`src/rtl/mac_operand_sequencer_if.sv`:
```
// rtl/mac_operand_sequencer_if.sv - operand/accumulator bus between the sequencer and one MAC lane
// master = sequencer (drives operands and controls), slave = MAC (returns accumulator).
interface mac_operand_sequencer_if #(
  parameter int DW   = 4,
  parameter int ACCW = 8
);
  logic [DW-1:0]   mac_w;
  logic [DW-1:0]   mac_x;
  logic            mac_load;
  logic            mac_clear;
  logic [ACCW-1:0] mac_acc;

  modport master (output mac_w, mac_x, mac_load, mac_clear, input mac_acc);
  modport slave  (input mac_w, mac_x, mac_load, mac_clear, output mac_acc);
endinterface

```
`src/rtl/mac_operand_sequencer.sv`:
```
// rtl/mac_operand_sequencer.sv - weight/input vector store that streams a dot product through one MAC lane
// Optional overflow flag via MAC_SEQ_OVF_EN (adds port ovf and a wide shadow sum).
module mac_operand_sequencer #(
  parameter int DW   = 4,
  parameter int N    = 4,
  parameter int ACCW = 8,
  localparam int AW  = (N > 1) ? $clog2(N) : 1
) (
  input  logic            clk,
  input  logic            rst_n,
  input  logic            wr_en,
  input  logic            wr_sel,
  input  logic [AW-1:0]   wr_addr,
  input  logic [DW-1:0]   wr_data,
  input  logic            start,
  output logic            busy,
  output logic            done,
  output logic [ACCW-1:0] result,
`ifdef MAC_SEQ_OVF_EN
  output logic            ovf,
`endif
  mac_operand_sequencer_if.master mac
);

  typedef enum logic [2:0] {S_IDLE, S_CLEAR, S_STREAM, S_DRAIN, S_DONE} state_t;

  state_t        state;
  logic [DW-1:0] wbank [N];
  logic [DW-1:0] xbank [N];
  logic [AW-1:0] idx;
  logic [AW-1:0] idx_nxt;
  logic          wr_ok;

  assign idx_nxt = idx + AW'(1);
  // busy covers CLEAR..DONE, so the banks are frozen while the MAC is being fed
  assign wr_ok   = wr_en && !busy && ({1'b0, wr_addr} < (AW+1)'(N));

`ifdef MAC_SEQ_OVF_EN
  localparam int SW = ACCW + AW + 1;
  logic [SW-1:0] shadow;
`endif

  always_ff @(posedge clk or negedge rst_n) begin
    if (!rst_n) begin
      state         <= S_IDLE;
      busy          <= 1'b0;
      done          <= 1'b0;
      result        <= '0;
      idx           <= '0;
      mac.mac_w     <= '0;
      mac.mac_x     <= '0;
      mac.mac_load  <= 1'b0;
      mac.mac_clear <= 1'b0;
      for (int i = 0; i < N; i++) begin
        wbank[i] <= '0;
        xbank[i] <= '0;
      end
`ifdef MAC_SEQ_OVF_EN
      shadow        <= '0;
      ovf           <= 1'b0;
`endif
    end else begin
      if (wr_ok) begin
        if (wr_sel) xbank[wr_addr] <= wr_data;
        else        wbank[wr_addr] <= wr_data;
      end

      case (state)
        S_IDLE: begin
          if (start) begin
            state         <= S_CLEAR;
            busy          <= 1'b1;
            mac.mac_clear <= 1'b1;
          end
        end
        S_CLEAR: begin
          state         <= S_STREAM;
          mac.mac_clear <= 1'b0;
          mac.mac_load  <= 1'b1;
          mac.mac_w     <= wbank[0];
          mac.mac_x     <= xbank[0];
          idx           <= '0;
`ifdef MAC_SEQ_OVF_EN
          shadow        <= '0;
`endif
        end
        S_STREAM: begin
`ifdef MAC_SEQ_OVF_EN
          shadow <= shadow + SW'(mac.mac_w) * SW'(mac.mac_x);
`endif
          // idx names the element currently on mac_w/mac_x
          if (idx == AW'(N - 1)) begin
            state        <= S_DRAIN;
            mac.mac_load <= 1'b0;
            mac.mac_w    <= '0;
            mac.mac_x    <= '0;
          end else begin
            idx       <= idx_nxt;
            mac.mac_w <= wbank[idx_nxt];
            mac.mac_x <= xbank[idx_nxt];
          end
        end
        S_DRAIN: begin
          state  <= S_DONE;
          done   <= 1'b1;
          result <= mac.mac_acc;
`ifdef MAC_SEQ_OVF_EN
          ovf    <= |shadow[SW-1:ACCW];
`endif
        end
        S_DONE: begin
          state <= S_IDLE;
          done  <= 1'b0;
          busy  <= 1'b0;
        end
        default: state <= S_IDLE;
      endcase
    end
  end

endmodule

```
`src/flat_wrapper.sv`:
```
// flat-port wrapper written by rule: the top's interface ports become plain ports
module mac_operand_sequencer_flat 
#(
  parameter int DW   = 4,
  parameter int N    = 4,
  parameter int ACCW = 8,
  localparam int AW  = (N > 1) ? $clog2(N) : 1
)
  (clk, rst_n, wr_en, wr_sel, wr_addr, wr_data, start, busy, done, result, mac_mac_w, mac_mac_x, mac_mac_load, mac_mac_clear, mac_mac_acc);
  mac_operand_sequencer_if #(.DW(DW), .ACCW(ACCW)) mac_i ();
  input  logic clk;
  input  logic rst_n;
  input  logic wr_en;
  input  logic wr_sel;
  input  logic [AW-1:0] wr_addr;
  input  logic [DW-1:0] wr_data;
  input  logic start;
  output logic busy;
  output logic done;
  output logic [ACCW-1:0] result;
  output wire logic [$bits(mac_i.mac_w)-1:0] mac_mac_w;
  output wire logic [$bits(mac_i.mac_x)-1:0] mac_mac_x;
  output wire logic [$bits(mac_i.mac_load)-1:0] mac_mac_load;
  output wire logic [$bits(mac_i.mac_clear)-1:0] mac_mac_clear;
  input wire logic [$bits(mac_i.mac_acc)-1:0] mac_mac_acc;
  assign mac_mac_w = mac_i.mac_w;
  assign mac_mac_x = mac_i.mac_x;
  assign mac_mac_load = mac_i.mac_load;
  assign mac_mac_clear = mac_i.mac_clear;
  assign mac_i.mac_acc = mac_mac_acc;
  mac_operand_sequencer #(.DW(DW), .N(N), .ACCW(ACCW)) u_core (.clk(clk), .rst_n(rst_n), .wr_en(wr_en), .wr_sel(wr_sel), .wr_addr(wr_addr), .wr_data(wr_data), .start(start), .busy(busy), .done(done), .result(result), .mac(mac_i));
endmodule
```
`config.mk`:
```
export PLATFORM = sky130hd
export DESIGN_NAME = mac_operand_sequencer_flat
export DESIGN_NICKNAME = d
export VERILOG_FILES = /design/src/rtl/mac_operand_sequencer_if.sv /design/src/rtl/mac_operand_sequencer.sv /design/src/flat_wrapper.sv
export SDC_FILE = /design/constraint.sdc
export NUM_CORES = 1
export LEC_CHECK = 0
export BUFFER_PORTS_ARGS = -buffer_cell sky130_fd_sc_hd__buf_2
export CELL_PAD_IN_SITES_DETAIL_PLACEMENT = 0
export CELL_PAD_IN_SITES_GLOBAL_PLACEMENT = 1
export CORE_MARGIN = 1.5
export CORE_UTILIZATION = 46
export DETAILED_ROUTE_END_ITERATION = 12
export GPL_TIMING_DRIVEN = 0
export PLACE_DENSITY_LB_ADDON = 0.1
export SLEW_MARGIN = 20
export SYNTH_ARGS = -nofsm -noshare
export SYNTH_HDL_FRONTEND = slang
export SYNTH_SLANG_ARGS = --single-unit
```
`constraint.sdc`:
```
create_clock -name clk -period 2.1 [get_ports clk]
set_input_delay 0.42 -clock clk [delete_from_list [all_inputs] [get_ports clk]]
set_output_delay 0.42 -clock clk [all_outputs]
set_load 0.02 [all_outputs]
```
==> flow_summary.rst <==
.. list-table::
   :header-rows: 1

   * - Metric
     - Value
   * - Result of the run
     - complete, no violations
   * - Unrepaired setup endpoints after global routing
     - no
   * - Worst skew pair latency
     - 330 ps
   * - Cell taking the most area after synthesis
     - sky130_fd_sc_hd__dfrtp_1
   * - Class of the tightest hold or removal check
     - primary input to async pin
   * - Sequential-to-total area share from yosys stat
     - 56.0%
   * - Share of async-settable or async-resettable flops after synthesis
     - 100%
   * - CTS tree
     - yes
   * - # Post-CTS Setup Buffers
     - 0
   * - Post-synthesis instance area
     - 0.00254 mm²
   * - Wire length of the first global-routing pass
     - 8.29 mm
   * - CORE AREA
     - 0.00520 mm²
   * - Width of the chip
     - 77.4 µm
   * - Average wire length per cell after detail routing
     - 17.2 µm
   * - Number of buffers between clock root and the deepest sink
     - 2
   * - Overall overflow remaining after global route
     - 0
   * - Placement row count
     - 26
   * - DR vias
     - 1,610
   * - Critical path data arrival time
     - 2150 ps
   * - End-of-flow core utilization
     - 57.8%
   * - Final Instance Count excl. Fillers
     - 297
   * - Leading cell types by total area after synthesis
     - sky130_fd_sc_hd__dfrtp_1 56%, sky130_fd_sc_hd__mux2_2 21%, sky130_fd_sc_hd__mux4_2 7.1%, sky130_fd_sc_hd__a22o_1 2.8%, sky130_fd_sc_hd__a21oi_1 1.4%
   * - Global-route total usage across every layer
     - 18.5%
   * - Number of endpoints with negative hold slack in the final report
     - 0
   * - Setup Skew
     - 8.19 ps
   * - Die area
     - 0.00599 mm²
   * - Setup CP Type
     - register to register
   * - Clock root buffer
     - sky130_fd_sc_hd__clkbuf_8
   * - Synthesized area divided by synthesized cell count
     - 14.6 µm²
   * - Most common cell after layout, fill and taps aside
     - sky130_fd_sc_hd__dfrtp_1
   * - Number of instances in the placed design
     - 282
   * - Last weighted congestion value of the routability-driven placer
     - 0.850
   * - HPWL after DPL
     - 3.63 mm
   * - Post-synthesis sequential element count
     - 57
   * - Maximum number of pins on one net before global-route repair
     - 58
   * - Slew at the pin closest to its max-slew limit
     - 1080 ps
   * - Maximum vdd ir drop
     - 0.679 mV
   * - Final setup fails
     - 0
   * - Fillers
     - 424
   * - Count of unique library cells instantiated by Yosys
     - 29
   * - Clock transition time at the flip-flop clock pins of the worst setup and hold paths
     - 70 ps
   * - Layout Area Growth over Synthesis
     - 18.3%
   * - Number of nets with antenna violations after detailed routing
     - 0
   * - Total of buffers placed on input and output ports
     - 38
   * - Number of buffers created by CTS
     - 9
   * - Final Hold Slack
     - 138 ps
   * - Number of global-route vias before repair
     - 1,702
   * - Post-layout worst setup margin
     - 156 ps
   * - Min Tclk post-route
     - 1940 ps
   * - Period Utilization, post-route
     - 92.6%
   * - Nature of the critical path startpoint
     - register
   * - Ratio of cells with drive above 1 in the final layout
     - 50.2%
   * - Fmax
     - 514 MHz
   * - Via density per instance
     - 5.42
   * - Power per unit of standard cell area
     - 1700 mW/mm²
   * - Iteration-0 DRC count of the detailed router
     - 79
   * - Peak fanout along the critical path
     - 7
   * - Total number of H-tree levels
     - 3
   * - Die height
     - 77.4 µm
   * - Primary flip-flop cell chosen by synthesis mapping
     - sky130_fd_sc_hd__dfrtp_1
   * - Synthesized net count
     - 194
   * - Number of nets in the layout
     - 242
   * - CTS resizes
     - 0
   * - Post-place setup slack
     - -60.9 ps
   * - Leakage dissipation
     - 1.36 nW
   * - Number of buffers inserted by hold repair at cts
     - 0
   * - Diode count
     - 0
   * - Flop-to-flop setup slack
     - 160 ps
   * - WP data required
     - 2310 ps
   * - PnR Total Power
     - 5.11 mW
   * - Post-route DRC violation count
     - 0
   * - Initial Util
     - 48.9%
   * - Top-area cell type share of the netlist area
     - 56.0%
   * - Mapped Cells
     - 174
   * - Relative slew margins
     - 27.5%
   * - Post-Route WL
     - 5.10 mm
   * - Top-level I/O count
     - 39
   * - Number of iterations in the first detailed-routing pass
     - 4
   * - Number of slew-limit violations in the final report
     - 0
   * - Commonest non-fill, non-tap cells in the layout
     - 57 x sky130_fd_sc_hd__dfrtp_1, 48 x sky130_fd_sc_hd__mux2_2, 40 x sky130_fd_sc_hd__buf_2
   * - Number of antenna violations at the first check in global routing
     - 0
   * - Crit. End Element
     - register
   * - Max-cap violation count
     - 0
   * - Sinks on Clock Net
     - 57
   * - Post-synth EDFFs
     - 0
   * - Count of synthesis-stage warnings from yosys
     - 0
[routing by layer]
metal	up-vias	wire, µm	global-route usage [%]
li1	742	-	-
met1	807	2200	23.9
met2	46	2530	29.8
met3	15	243	3.41
met4	0	127	9.82
met5	-	0	0
[worst paths after layout]
kind | end | from | cells past startpoint
max | u_core.wbank[6]$_DFFE_PN0P_ | u_core.busy$_DFFE_PN0P_ | 2
min | u_core.mac.mac_w[2]$_DFFE_PN0P_ | rst_n | 1
max reg2reg | u_core.wbank[6]$_DFFE_PN0P_ | u_core.busy$_DFFE_PN0P_ | 2
min reg2reg | u_core.result[6]$_DFFE_PN0P_ | u_core.result[6]$_DFFE_PN0P_ | 1
max in group asynchronous | u_core.result[4]$_DFFE_PN0P_ | rst_n | 1
min in group clk | u_core.result[6]$_DFFE_PN0P_ | mac_mac_acc[6] | 2
[cells by family (layout without fill, tap and decap cells)]
group,Yosys count,count (layout),share of synthesized area [%]
AOI/OAI and AO/OA,23,23,6.39
and+or+nand+nor,24,24,6.20
adders and majority gates,1,1,0.492
xor gates and xnor gates,1,1,0.344
muxes,56,56,28.3
buffers and inverters,12,65,2.21
DFF,57,57,56.0
[Yosys cell counts, types with 3 or more instances]
cell type and instances:
sky130_fd_sc_hd__dfrtp_1 57, sky130_fd_sc_hd__mux2_2 48, sky130_fd_sc_hd__a22o_1 8, sky130_fd_sc_hd__mux4_2 8, sky130_fd_sc_hd__a21oi_1 7, sky130_fd_sc_hd__inv_1 5, sky130_fd_sc_hd__nand2_1 4, sky130_fd_sc_hd__nor2_1 4
sky130_fd_sc_hd__buf_2 3, sky130_fd_sc_hd__clkbuf_1 3, sky130_fd_sc_hd__nor2b_1 3, sky130_fd_sc_hd__o21ai_0 3
[sequential cells by signal, summed over array words and instances (netlist names)]
signal	count
u_core.busy	1
u_core.done	1
u_core.idx	2
u_core.mac.mac_clear	1
u_core.mac.mac_load	1
u_core.mac.mac_w	4
u_core.mac.mac_x	4
u_core.result	8
u_core.state	3
u_core.wbank	16
u_core.xbank	16
[report_power, final]
part           switching [mW]  leakage [nW]  internal (mW)  total (mW)
clock network           0.405        0.0974          0.578       0.982
registers               0.311         0.702           1.64        1.96
logic                    1.03         0.563           1.14        2.17
total                    1.75          1.36           3.37        5.11
[area by class of cell]
type                       instances  area [µm²]  area share (%)
buffer                             6        33.8            1.12
clock buffer                      13         149            4.95
clock inverter                     3        40.0            1.33
inverter                           5        18.8           0.623
multi-input combinational        105        1060            35.3
sequential                        57        1430            47.4
tap                               70        87.6            2.91
timing repair buffer              38         193            6.40
[per-stage QoR]
stage / TNS [ps] / cell area (µm²)
floorplan: 0 / 2540
global placement: 0 / 2820
detailed placement: -353 / 2830
CTS: 0 / 3010
global route: 0 / 3010
finish: 0 / 3010
[critical path: stages (launching register included)]
cell and delay [ps]:
sky130_fd_sc_hd__dfrtp_1 460, sky130_fd_sc_hd__nor4_1 930, sky130_fd_sc_hd__mux2_2 420
No activity file was read; power rests on OpenSTA's default activity.
